## src/rtl/fifo_rr_arbiter.sv

```systemverilog
// rtl/fifo_rr_arbiter.sv - round-robin burst scheduler sharing one downstream FIFO among N_PORTS upstream FIFOs
// Optional statistics (xfer_cnt, stall_cnt) are built only when ARB_STATS_EN is defined.
module fifo_rr_arbiter #(
  parameter int N_PORTS   = 4,
  parameter int BITS      = 32,
  parameter int MAX_BURST = 8
) (
  input  logic                    clk,
  input  logic                    rst,
  input  logic [N_PORTS-1:0]      pndng,
  input  logic [N_PORTS*BITS-1:0] din,
  output logic [N_PORTS-1:0]      pop,
  input  logic                    full,
  output logic                    push,
  output logic [BITS-1:0]         dout,
  output logic [N_PORTS-1:0]      grant,
  output logic                    busy
`ifdef ARB_STATS_EN
  ,
  output logic [N_PORTS*16-1:0]   xfer_cnt,
  output logic [15:0]             stall_cnt
`endif
);
  localparam int PW  = $clog2(N_PORTS);
  localparam int PW1 = PW + 1;
  localparam int CW  = $clog2(MAX_BURST) + 1;

  typedef enum logic {IDLE, BURST} state_t;

  state_t             state, state_n;
  logic [N_PORTS-1:0] grant_n;
  logic [PW-1:0]      owner, owner_n;
  logic [PW-1:0]      rr_ptr, rr_ptr_n;
  logic [PW-1:0]      sel_idx, cand;
  logic [PW:0]        sum;
  logic               sel_found;
  logic [CW-1:0]      burst_cnt, burst_cnt_n;
  logic [BITS-1:0]    din_w [N_PORTS];
  logic               xfer, last_word, release_g;

  for (genvar i = 0; i < N_PORTS; i++) begin : g_din
    assign din_w[i] = din[i*BITS +: BITS];
  end

  // First pending port at or after rr_ptr, wrapping modulo N_PORTS.
  always_comb begin
    sel_found = 1'b0;
    sel_idx   = '0;
    sum       = '0;
    cand      = '0;
    for (int k = 0; k < N_PORTS; k++) begin
      sum = {1'b0, rr_ptr} + PW1'(k);
      if (sum >= PW1'(N_PORTS)) sum = sum - PW1'(N_PORTS);
      cand = sum[PW-1:0];
      if (!sel_found && pndng[cand]) begin
        sel_found = 1'b1;
        sel_idx   = cand;
      end
    end
  end

  assign xfer      = (state == BURST) && pndng[owner] && !full && !rst;
  assign last_word = (burst_cnt == CW'(MAX_BURST - 1));
  assign release_g = (state == BURST) && ((xfer && last_word) || !pndng[owner]);
  assign pop       = xfer ? grant : '0;
  assign push      = xfer;
  assign dout      = (state == BURST) ? din_w[owner] : '0;
  assign busy      = (state == BURST);

  always_comb begin
    state_n     = state;
    grant_n     = grant;
    owner_n     = owner;
    rr_ptr_n    = rr_ptr;
    burst_cnt_n = burst_cnt;
    case (state)
      IDLE: begin
        if (sel_found) begin
          state_n          = BURST;
          grant_n          = '0;
          grant_n[sel_idx] = 1'b1;
          owner_n          = sel_idx;
          burst_cnt_n      = '0;
        end
      end
      BURST: begin
        if (release_g) begin
          state_n     = IDLE;
          grant_n     = '0;
          rr_ptr_n    = (owner == PW'(N_PORTS - 1)) ? '0 : owner + PW'(1);
          burst_cnt_n = '0;
        end else if (xfer) begin
          burst_cnt_n = burst_cnt + CW'(1);
        end
      end
      default: state_n = IDLE;
    endcase
  end

  always_ff @(posedge clk) begin
    if (rst) begin
      state     <= IDLE;
      grant     <= '0;
      owner     <= '0;
      rr_ptr    <= '0;
      burst_cnt <= '0;
    end else begin
      state     <= state_n;
      grant     <= grant_n;
      owner     <= owner_n;
      rr_ptr    <= rr_ptr_n;
      burst_cnt <= burst_cnt_n;
    end
  end

`ifdef ARB_STATS_EN
  logic stall;
  assign stall = (state == BURST) && pndng[owner] && full;

  for (genvar i = 0; i < N_PORTS; i++) begin : g_xcnt
    logic [15:0] cnt;
    always_ff @(posedge clk) begin
      if (rst) cnt <= '0;
      else if (pop[i] && cnt != 16'hFFFF) cnt <= cnt + 16'd1;
    end
    assign xfer_cnt[i*16 +: 16] = cnt;
  end

  always_ff @(posedge clk) begin
    if (rst) stall_cnt <= '0;
    else if (stall && stall_cnt != 16'hFFFF) stall_cnt <= stall_cnt + 16'd1;
  end
`endif

endmodule

```

## config.mk

```make
export PLATFORM = sky130hd
export DESIGN_NAME = fifo_rr_arbiter
export DESIGN_NICKNAME = d
export VERILOG_FILES = /design/src/rtl/fifo_rr_arbiter.sv
export SDC_FILE = /design/constraint.sdc
export NUM_CORES = 1
export LEC_CHECK = 0
export ABC_AREA = 1
export ABC_CLOCK_PERIOD_IN_PS = 1440
export CAP_MARGIN = 10
export CORE_AREA = 3 3 88 90
export CTS_CLUSTER_SIZE = 24
export DETAILED_ROUTE_END_ITERATION = 8
export DIE_AREA = 0 0 91 93
export MAX_ROUTING_LAYER = met4
export PLACE_DENSITY = 0.76
export SYNTH_ARGS = -nofsm -noshare
export SYNTH_HDL_FRONTEND = slang
export SYNTH_SLANG_ARGS = --single-unit
```

## constraint.sdc

```tcl
create_clock -name clk -period 1.44 [get_ports clk]
set_input_delay 0.288 -clock clk [delete_from_list [all_inputs] [get_ports clk]]
set_output_delay 0.288 -clock clk [all_outputs]
set_load 0.05 [all_outputs]
```

==> results of run 1 <==
## sequential cells by signal, summed over array words and instances (netlist names)
register / count
burst_cnt: 4
grant: 4
owner: 2
rr_ptr: 2
busy: 1
## layer usage
metal  global-route usage, %  routed length, µm  vias to the layer above  share of wire, %
li1                        -                  -                     1701                 -
met1                    25.6               4100                     1598                39
met2                    43.1               5470                      166                52
met3                    3.46                705                       23               6.7
met4                    5.65                261                        0               2.5
met5                       -                  0                        -                 0
## kinds of logic after synthesis
kind of cell,synth area share [%]
and+or+nand+nor,44.4
xor gates and xnor gates,1.31
adders and majority gates,1.25
AOI/OAI and AO/OA,29.4
buffers and inverters,10.6
DFF,13.0
## worst register-to-register path: cells and delay by family, from the launching register on
family          cells  cell delay [ns]
simple gates        5             0.48
flops               1             0.39
buf+inv             4             0.47
compound gates      2             0.30
## worst min path at each step
stage / startpoint / end / slack [ns] / depth (start not counted)
6_report: burst_cnt[3] / burst_cnt[3] / 0.54 / 2
5_1_grt: burst_cnt[3] / burst_cnt[3] / 0.57 / 2
4_1_cts: burst_cnt[3] / burst_cnt[3] / 0.51 / 2
3_5_place_dp: burst_cnt[3] / burst_cnt[3] / 0.51 / 2
3_3_place_gp: burst_cnt[3] / burst_cnt[3] / 0.49 / 2
2_1_floorplan: burst_cnt[1] / burst_cnt[1] / 0.48 / 2
## cells in the final DEF (no fill, tap or decap), drive strengths merged
cell type / n
clkdlybuf4s50: 130
ha: 2
nor2: 140
nand3: 22
o31ai: 1
nand3b: 3
xnor2: 1
dlygate4sd2: 4
nand2: 52
clkbuf: 4
inv: 21
clkinv: 1
buf: 82
a21oi: 46
dfxtp: 13
o21ai: 69
xor2: 2
clkinvlp: 1
## layout make-up
cell class	instances	share of cell area [%]
inverter	23	1.90
sequential	13	5.26
timing repair buffer	216	48.5
clock buffer	4	0.857
tap	99	2.36
multi-input combinational	338	41.1
## Yosys cell counts
library cell / count / area, µm²
buf_4: 1 / 7.51
nand3_2: 2 / 20.0
nor2_4: 1 / 11.3
a21oi_1: 46 / 230
clkbuf_1: 14 / 52.6
inv_2: 3 / 11.3
buf_1: 8 / 30.0
buf_2: 5 / 25.0
o21ai_1: 3 / 15.0
nand2_2: 9 / 56.3
nand3_1: 20 / 100
nand2_1: 42 / 158
buf_6: 1 / 11.3
nand3b_1: 3 / 22.5
clkinv_1: 1 / 3.75
inv_1: 19 / 71.3
ha_1: 2 / 25.0
o21ai_0: 66 / 330
nor2_1: 139 / 522
xnor2_1: 1 / 8.76
o31ai_2: 1 / 12.5
dfxtp_1: 13 / 260
xor2_1: 2 / 17.5
## metrics by stage
step / cells / setup slack, ns
floorplan: 402 / -0.210
global placement: 683 / -0.476
CTS: 690 / -0.339
detailed placement: 683 / -0.552
finish: 693 / -0.333
global route: 693 / -0.424
## what timing repair did
item                       4_1_cts  5_1_grt
resized for setup               88       42
gates cloned                     1        0
hold endpoints to repair         0        0
setup endpoints to repair       50       50
pin swaps                       26        3
setup buffers                    2        3
hold buffers                     0        0
## power by group through the flow
stage,sequential (mW),combinational [mW],clock [mW]
after global routing,0.696,10.5,0.362
after floorplan,0.699,5.50,0
after CTS,0.671,9.41,0.342
after detailed placement,0.641,8.92,0
after global placement,0.639,8.76,0
final,0.671,9.93,0.347
==> metrics.yaml, run 1 <==
outcome: "complete, but fails checks"
violations: "setup timing"
drc_errors: 0
utilization_pct: 73.7
grt_max_degree: 42
ioPinCount: 177
finalSetupViolCount: 50
worst_pin_slew_ns: 0.346
required_ns: 1.15
cts.path.max_buffers: 2
crit_family: "simple AND/OR/NAND/NOR gates"
core_um2: 7140
syn_nets: 539
yosys_warnings: 0
fmaxAchievable_ghz: 0.564
wl_per_cell_um: 15.2
crit_path_top_delay_cell: "dfxtp_4"
place.gp.congestion: 0.941
dpl-instance-area_um2: 4900
area_growth_pct: 163
hold_ws_ns: 0.538
power_frac_seq_pct: 6.1
skew_ns: 0.00656
htreeDepth: 1
reg2reg_slack_ns: -0.28
hold_class: "reg -> reg"
post-route-period-util_pct: 123
clk_latency_ns: 0.26
grt_antenna_before_repair: 0
cp-start-kind: "flip-flop"
finalCriticalPeriod_ns: 1.77
setup_slack_ns: -0.333
crit_path_end: "pop[3]"
endpoint_kind: "primary output"
n_antenna_cell: 0
crit_top_cell: "nor2_4"
multi_input_area_um2: 2160
ctsRootBufferMaster: "clkbuf_8"
cp.arrival_ns: 1.49
crit_start: "owner[0]"
reg2reg_depth: 11
finalHoldViolCount: 0
power_frac_comb_pct: 90.7
switchingPower_mw: 6.04
reg2reg_to: "grant[2]"
synth_area_um2: 2000
reg2reg_from: "owner[0]"
ir_drop_mv: 1.21
slew_viol_final: 0
power_frac_clock_pct: 3.2
internal-power_mw: 4.91
ff_latch_area_um2: 277
path_clk_slew_ns: 0.05
vias_per_cell: 5.03
rows: 31
hpwlAfterDp_um: 7940
numCtsBuffers: 3
routed_wl_um: 10500
worstSetupPathDepth: 8
syn_inst: 402
path_class: "reg -> out"
cts.sinks: 13
drtAntennaViolNets: 0
vias: 3488
power.density_nw_per_um2: 2080
port_buffers: 176
rsz0062_at_grt: "yes"
grtUsageTotal_pct: 23.0
worstPathMaxFanout: 7
firstDrtPassIters: 4
finalPower_mw: 11.0
max_cap_violations: 0
nets: 732
cp_cell_sequence: "inv_4, nand2_1, nand3_1, nand2_2, nor2_4, nand2_4, nor2_4, buf_12"
start_util_pct: 28.1
p_leak_nw: 2.03
finalSetupTns_ns: -13.68
tritoncts: "done"
grt_overflow: 0
ys_seq_area_share_pct: 13.0
cp_num_buf_inv: 2
drive_gt1_share_pct: 34.0
drt_iter0_drc: 144
slowest_delay_ns: 0.39
stdcell_area_um2: 5260
synth_area_per_cell_um2: 4.98
die_area_um2: 8460
ys_types: 23
swShare_pct: 55.2
grt_pass1_vias: 3425
nFillCells: 562
die_width_um: 91
grt_pass1_wl_um: 15800
ys_ff_latch: 13
fp.dieH_um: 93
max_slew_margin_pct: 76.9
Power figures use the tool's default switching activity.
==> inputs of run 2 (changes only) <==
--- a/config.mk
+++ b/config.mk
@@ -6,7 +6,6 @@
 export NUM_CORES = 1
 export LEC_CHECK = 0
 export ABC_AREA = 1
-export ABC_CLOCK_PERIOD_IN_PS = 1440
 export CAP_MARGIN = 10
 export CORE_AREA = 3 3 88 90
 export CTS_CLUSTER_SIZE = 24
@@ -14,6 +13,7 @@
 export DIE_AREA = 0 0 91 93
 export MAX_ROUTING_LAYER = met4
 export PLACE_DENSITY = 0.76
+export RECOVER_POWER = 100
 export SYNTH_ARGS = -nofsm -noshare
 export SYNTH_HDL_FRONTEND = slang
 export SYNTH_SLANG_ARGS = --single-unit
==> metrics.yaml, run 2 (synthesis results as in run 1) <==
cts.sinks: 13  # unchanged
outcome: "complete, but fails checks"  # unchanged
tritoncts: "done"  # unchanged
required_ns: 1.15  # about the same
ctsRootBufferMaster: "clkbuf_8"  # unchanged
grtUsageTotal_pct: 23.0  # unchanged
grt_max_degree: 42  # unchanged
rows: 31  # unchanged
cp-start-kind: "flip-flop"  # unchanged
grt_pass1_wl_um: 15800  # unchanged
rsz0062_at_grt: "yes"  # unchanged
holdCritStartpoint: "burst_cnt[3]"  # unchanged
internal-power_mw: 4.88  # was 4.91 mW
routed_wl_um: 10600  # was 10500 µm
swShare_pct: 55.3  # was 55.2%
setup_slack_ns: -0.333  # about the same
hpwlAfterDp_um: 7940  # unchanged
finalPower_mw: 10.9  # was 11.0 mW
crit_path_top_delay_cell: "dfxtp_4"  # unchanged
cp_num_buf_inv: 2  # unchanged
path_class: "reg -> out"  # unchanged
worst_pin_slew_ns: 0.347  # was 0.346 ns
drc_errors: 0  # unchanged
skew_ns: 0.00704  # was 0.00656 ns
die_area_um2: 8460  # unchanged
port_buffers: 176  # unchanged
finalCriticalPeriod_ns: 1.77  # about the same
max_slew_margin_pct: 76.8  # was 76.9%
slowest_delay_ns: 0.39  # about the same
start_util_pct: 28.1  # unchanged
nets: 732  # unchanged
power.density_nw_per_um2: 2080  # about the same
ir_drop_mv: 1.21  # about the same
finalSetupViolCount: 50  # unchanged
finalHoldViolCount: 0  # unchanged
power_frac_comb_pct: 90.7  # about the same
area_growth_pct: 162  # was 163%
vias: 3499  # was 3488
fp.dieH_um: 93  # unchanged
drive_gt1_share_pct: 34.0  # unchanged
die_width_um: 91  # unchanged
path_clk_slew_ns: 0.05  # about the same
dp.cells: 683  # unchanged
drtAntennaViolNets: 0  # unchanged
dpl-instance-area_um2: 4900  # unchanged
stdcell_area_um2: 5240  # was 5260 µm²
grt_pass1_vias: 3425  # unchanged
core_um2: 7140  # unchanged
fmaxAchievable_ghz: 0.564  # about the same
reg2reg_depth: 11  # unchanged
reg_top3: "burst_cnt x4, grant x4"  # unchanged
max_cap_violations: 0  # unchanged
cp_cell_sequence: "inv_4, nand2_1, nand3_1, nand2_2, nor2_4, nand2_4, nor2_4, buf_12"  # unchanged
violations: "setup timing"  # unchanged
slew_viol_final: 0  # unchanged
reg2reg_from: "owner[0]"  # unchanged
grt_overflow: 0  # unchanged
numCtsBuffers: 3  # unchanged
worstPathMaxFanout: 7  # unchanged
ctsHoldBuffers: 0  # unchanged
cts.path.max_buffers: 2  # unchanged
clk_latency_ns: 0.26  # about the same
htreeDepth: 1  # unchanged
power_frac_clock_pct: 3.2  # about the same
final_cell_mix: "nor2_1 (130), clkdlybuf4s50_1 (130), buf_12 (46)"  # was nor2_1 (130), clkdlybuf4s50_1 (130), buf_12 (47)
utilization_pct: 73.5  # was 73.7%
grt_antenna_before_repair: 0  # unchanged
power_frac_seq_pct: 6.1  # about the same
cp.arrival_ns: 1.48  # was 1.49 ns
crit_top_cell: "nor2_4"  # unchanged
hold_class: "reg -> reg"  # unchanged
crit_family: "simple AND/OR/NAND/NOR gates"  # unchanged
worstSetupPathDepth: 8  # unchanged
firstDrtPassIters: 5  # was 4
place.gp.congestion: 0.941  # unchanged
drt_iter0_drc: 144  # unchanged
crit_start: "owner[0]"  # unchanged
ioPinCount: 177  # unchanged
wl_per_cell_um: 15.2  # about the same
endpoint_kind: "primary output"  # unchanged
whs_path_depth: 2  # unchanged
p_leak_nw: 2.03  # about the same
post-route-period-util_pct: 123  # about the same
vias_per_cell: 5.05  # was 5.03
switchingPower_mw: 6.04  # about the same
n_antenna_cell: 0  # unchanged
hold_ws_ns: 0.537  # was 0.538 ns
instances_no_fill: 693  # unchanged
==> run 2: changes by cell type in the layout (fill, tap and decap cells not counted), sizes merged <==
cell and change:
buf -1, clkbuf +1
==> run 2: repair_timing <==
item	4_1_cts	5_1_grt
pin swaps	26	3
cloned	1	0
resized for setup	88	42
buffers inserted	2	3
endpoints found under the setup margin	50	50
==> run 2: power groups by stage <==
| stage | Combinational (mW) | Clock, mW | Sequential (mW) |
|---|---|---|---|
| 2_1_floorplan | 5.50 | 0 | 0.699 |
| 6_report | 9.90 | 0.348 | 0.666 |
| 3_5_place_dp | 8.92 | 0 | 0.641 |
| 4_1_cts | 9.41 | 0.342 | 0.671 |
| 5_1_grt | 10.5 | 0.362 | 0.691 |
| 3_3_place_gp | 8.76 | 0 | 0.639 |
==> run 2: stage by stage <==
stage	setup slack, ns	TNS [ns]
floorplan	-0.210	-6.01
global placement	-0.476	-14.08
detailed placement	-0.552	-15.39
CTS	-0.339	-13.13
global route	-0.424	-17.93
finish	-0.333	-13.69
==> run 2: final cells by class <==
cell class	count	area (µm²)
flip-flops and latches	13	277
well taps	99	124
fillers	564	1890
inverters	23	100
clock buffers	4	45.0
repair buffers	216	2540
multi-input cells	338	2160
==> run 2: worst paths after layout <==
check	end	slack [ns]
max	pop[3]	-0.33
min	burst_cnt[3]	0.54
max reg2reg	grant[2]	-0.28
min reg2reg	burst_cnt[3]	0.54
==> run 2: metal layers <==
metal	track usage (%)	wire length [µm]
met1	25.6	4130
met2	43.1	5450
met3	3.46	696
met4	5.65	279
met5	-	0
==> run 2: tightest hold or removal path: stages, from the launching register on <==
cell,delay (ns)
dfxtp_1,0.33
nand3_1,0.10
a21oi_1,0.06
==> inputs of run 3 (changes only) <==
--- a/config.mk
+++ b/config.mk
@@ -14,6 +14,7 @@
 export MAX_ROUTING_LAYER = met4
 export PLACE_DENSITY = 0.76
 export RECOVER_POWER = 100
+export SKIP_CTS_REPAIR_TIMING = 1
 export SYNTH_ARGS = -nofsm -noshare
 export SYNTH_HDL_FRONTEND = slang
 export SYNTH_SLANG_ARGS = --single-unit
==> metrics.yaml, run 3 (synthesis results as in run 1) <==
port_buffers: 176  # unchanged
power.density_nw_per_um2: 2130  # was 2080 nW/µm²
clk_latency_ns: 0.25  # was 0.26 ns
dpl-instance-area_um2: 4900  # unchanged
n_antenna_cell: 0  # unchanged
finalHoldViolCount: 0  # unchanged
worst_pin_slew_ns: 0.403  # was 0.347 ns
endpoint_kind: "primary output"  # unchanged
finalPower_mw: 11.7  # was 10.9 mW
cp_cell_sequence: "buf_12, clkinv_8, clkbuf_16, o21ai_1, a21oi_4, buf_12"  # was inv_4, nand2_1, nand3_1, nand2_2, nor2_4, nand2_4, nor2_4, buf_12
ctsRootBufferMaster: "clkbuf_8"  # unchanged
cts.path.max_buffers: 2  # unchanged
final_cell_mix: "clkdlybuf4s50_1 (130), nor2_1 (124), o21ai_2 (46)"  # was nor2_1 (130), clkdlybuf4s50_1 (130), buf_12 (46)
slowest_delay_ns: 0.37  # was 0.39 ns
ir_drop_mv: 1.22  # was 1.21 mV
finalCriticalPeriod_ns: 1.81  # was 1.77 ns
finalSetupTns_ns: -15.15  # was -13.69 ns
required_ns: 1.15  # about the same
drtAntennaViolNets: 0  # unchanged
grt_overflow: 0  # unchanged
multi_input_area_um2: 2250  # was 2160 µm²
numCtsBuffers: 3  # unchanged
place.gp.congestion: 0.941  # unchanged
grt_antenna_before_repair: 0  # unchanged
rows: 31  # unchanged
path_clk_slew_ns: 0.06  # was 0.05 ns
hpwlAfterDp_um: 7940  # unchanged
area_growth_pct: 173  # was 162%
routed_wl_um: 11400  # was 10600 µm
htreeDepth: 1  # unchanged
rsz0062_at_grt: "yes"  # unchanged
max_slew_margin_pct: 72.9  # was 76.8%
skew_ns: 0.00283  # was 0.00704 ns
reg_top3: "burst_cnt x4, grant x4"  # unchanged
crit_family: "buffers and inverters"  # was simple AND/OR/NAND/NOR gates
slew_viol_final: 0  # unchanged
hold_class: "reg -> reg"  # unchanged
outcome: "complete, but fails checks"  # unchanged
tritoncts: "done"  # unchanged
stdcell_area_um2: 5470  # was 5240 µm²
start_util_pct: 28.1  # unchanged
post-route-period-util_pct: 126  # was 123%
grtUsageTotal_pct: 22.2  # was 23.0%
violations: "setup timing"  # unchanged
max_cap_violations: 0  # unchanged
drt_iter0_drc: 131  # was 144
firstDrtPassIters: 4  # was 5
crit_path_top_delay_cell: "dfxtp_4"  # unchanged
crit_top_cell: "buf_12"  # was nor2_4
cp-start-kind: "flip-flop"  # unchanged
drive_gt1_share_pct: 39.1  # was 34.0%
finalSetupViolCount: 50  # unchanged
drc_errors: 0  # unchanged
worstPathMaxFanout: 20  # was 7
die_area_um2: 8460  # unchanged
fmaxAchievable_ghz: 0.552  # was 0.564 GHz
nFillCells: 527  # was 564
grt_pass1_vias: 3338  # was 3425
ff_latch_area_um2: 277  # unchanged
reg2reg_depth: 11  # unchanged
wl_per_cell_um: 16.3  # was 15.2 µm
path_class: "reg -> out"  # unchanged
cp_num_buf_inv: 4  # was 2
core_um2: 7140  # unchanged
final_common_cell: "clkdlybuf4s50_1"
setup_slack_ns: -0.372  # was -0.333 ns
p_leak_nw: 2.15  # was 2.03 nW
worstSetupPathDepth: 6  # was 8
fp.dieH_um: 93  # unchanged
whs_path_depth: 2  # unchanged
grt_pass1_wl_um: 15300  # was 15800 µm
nets: 739  # was 732
die_width_um: 91  # unchanged
vias_per_cell: 5.08  # was 5.05
cts.sinks: 13  # unchanged
cp.arrival_ns: 1.52  # was 1.48 ns
grt_max_degree: 42  # unchanged
ioPinCount: 177  # unchanged
vias: 3559  # was 3499
## run 3: cell types whose count changed in the layout (fill, tap and decap cells not counted), moves of 3 or more
cell	change
clkbuf_16	+3
clkbuf_2	+3
dlymetal6s2s_1	+4
buf_6	+6
o21ai_2	+21
buf_4	-4
inv_2	-4
dlygate4sd2_1	-4
o21ai_1	-21
nor2_2	+7
nor2_1	-6
## run 3: power by group
| group | switching (mW) | internal [mW] | total (mW) |
|---|---|---|---|
| registers | 0.131 | 0.501 | 0.632 |
| logic | 6.12 | 4.59 | 10.7 |
| clock network | 0.148 | 0.197 | 0.345 |
| total | 6.40 | 5.29 | 11.7 |
## run 3: cell type report
| cell class | count | share of cell area, % |
|---|---|---|
| flip-flops and latches | 13 | 5.05 |
| repair buffers | 223 | 48.7 |
| clock buffers | 4 | 0.823 |
| inverters | 23 | 2.10 |
| multi-input cells | 338 | 41.1 |
| well taps | 99 | 2.26 |
## run 3: worst paths after layout
kind | startpoint | end | slack (ns)
setup reg to reg | rr_ptr[0] | owner[0] | -0.32
setup / recovery | owner[0] | dout[14] | -0.37
hold reg to reg | burst_cnt[3] | burst_cnt[3] | 0.51
hold / removal | burst_cnt[3] | burst_cnt[3] | 0.51
## run 3: routing by layer
metal | part of all wire, % | global-route usage, % | vias up
met5 | 0 | - | -
met4 | 1.7 | 5.40 | 0
met3 | 6.1 | 3.38 | 15
met2 | 54 | 40.8 | 159
met1 | 39 | 25.5 | 1665
li1 | - | - | 1720
## run 3: through the flow
stage / hold WS [ns] / utilization [%] / setup slack, ns / cells
after floorplan: 0.476 / - / -0.210 / 402
after global placement: 0.490 / 68.7 / -0.476 / 683
after detailed placement: 0.505 / 68.7 / -0.552 / 683
after CTS: 0.513 / 69.3 / -0.553 / 687
after global routing: 0.538 / 76.7 / -0.443 / 700
final: 0.512 / 76.7 / -0.372 / 700
## run 3: tightest hold or removal path, stage by stage (launching register included)
cell	delay, ns
dfxtp_1	0.33
nand3_1	0.08
a21oi_1	0.05
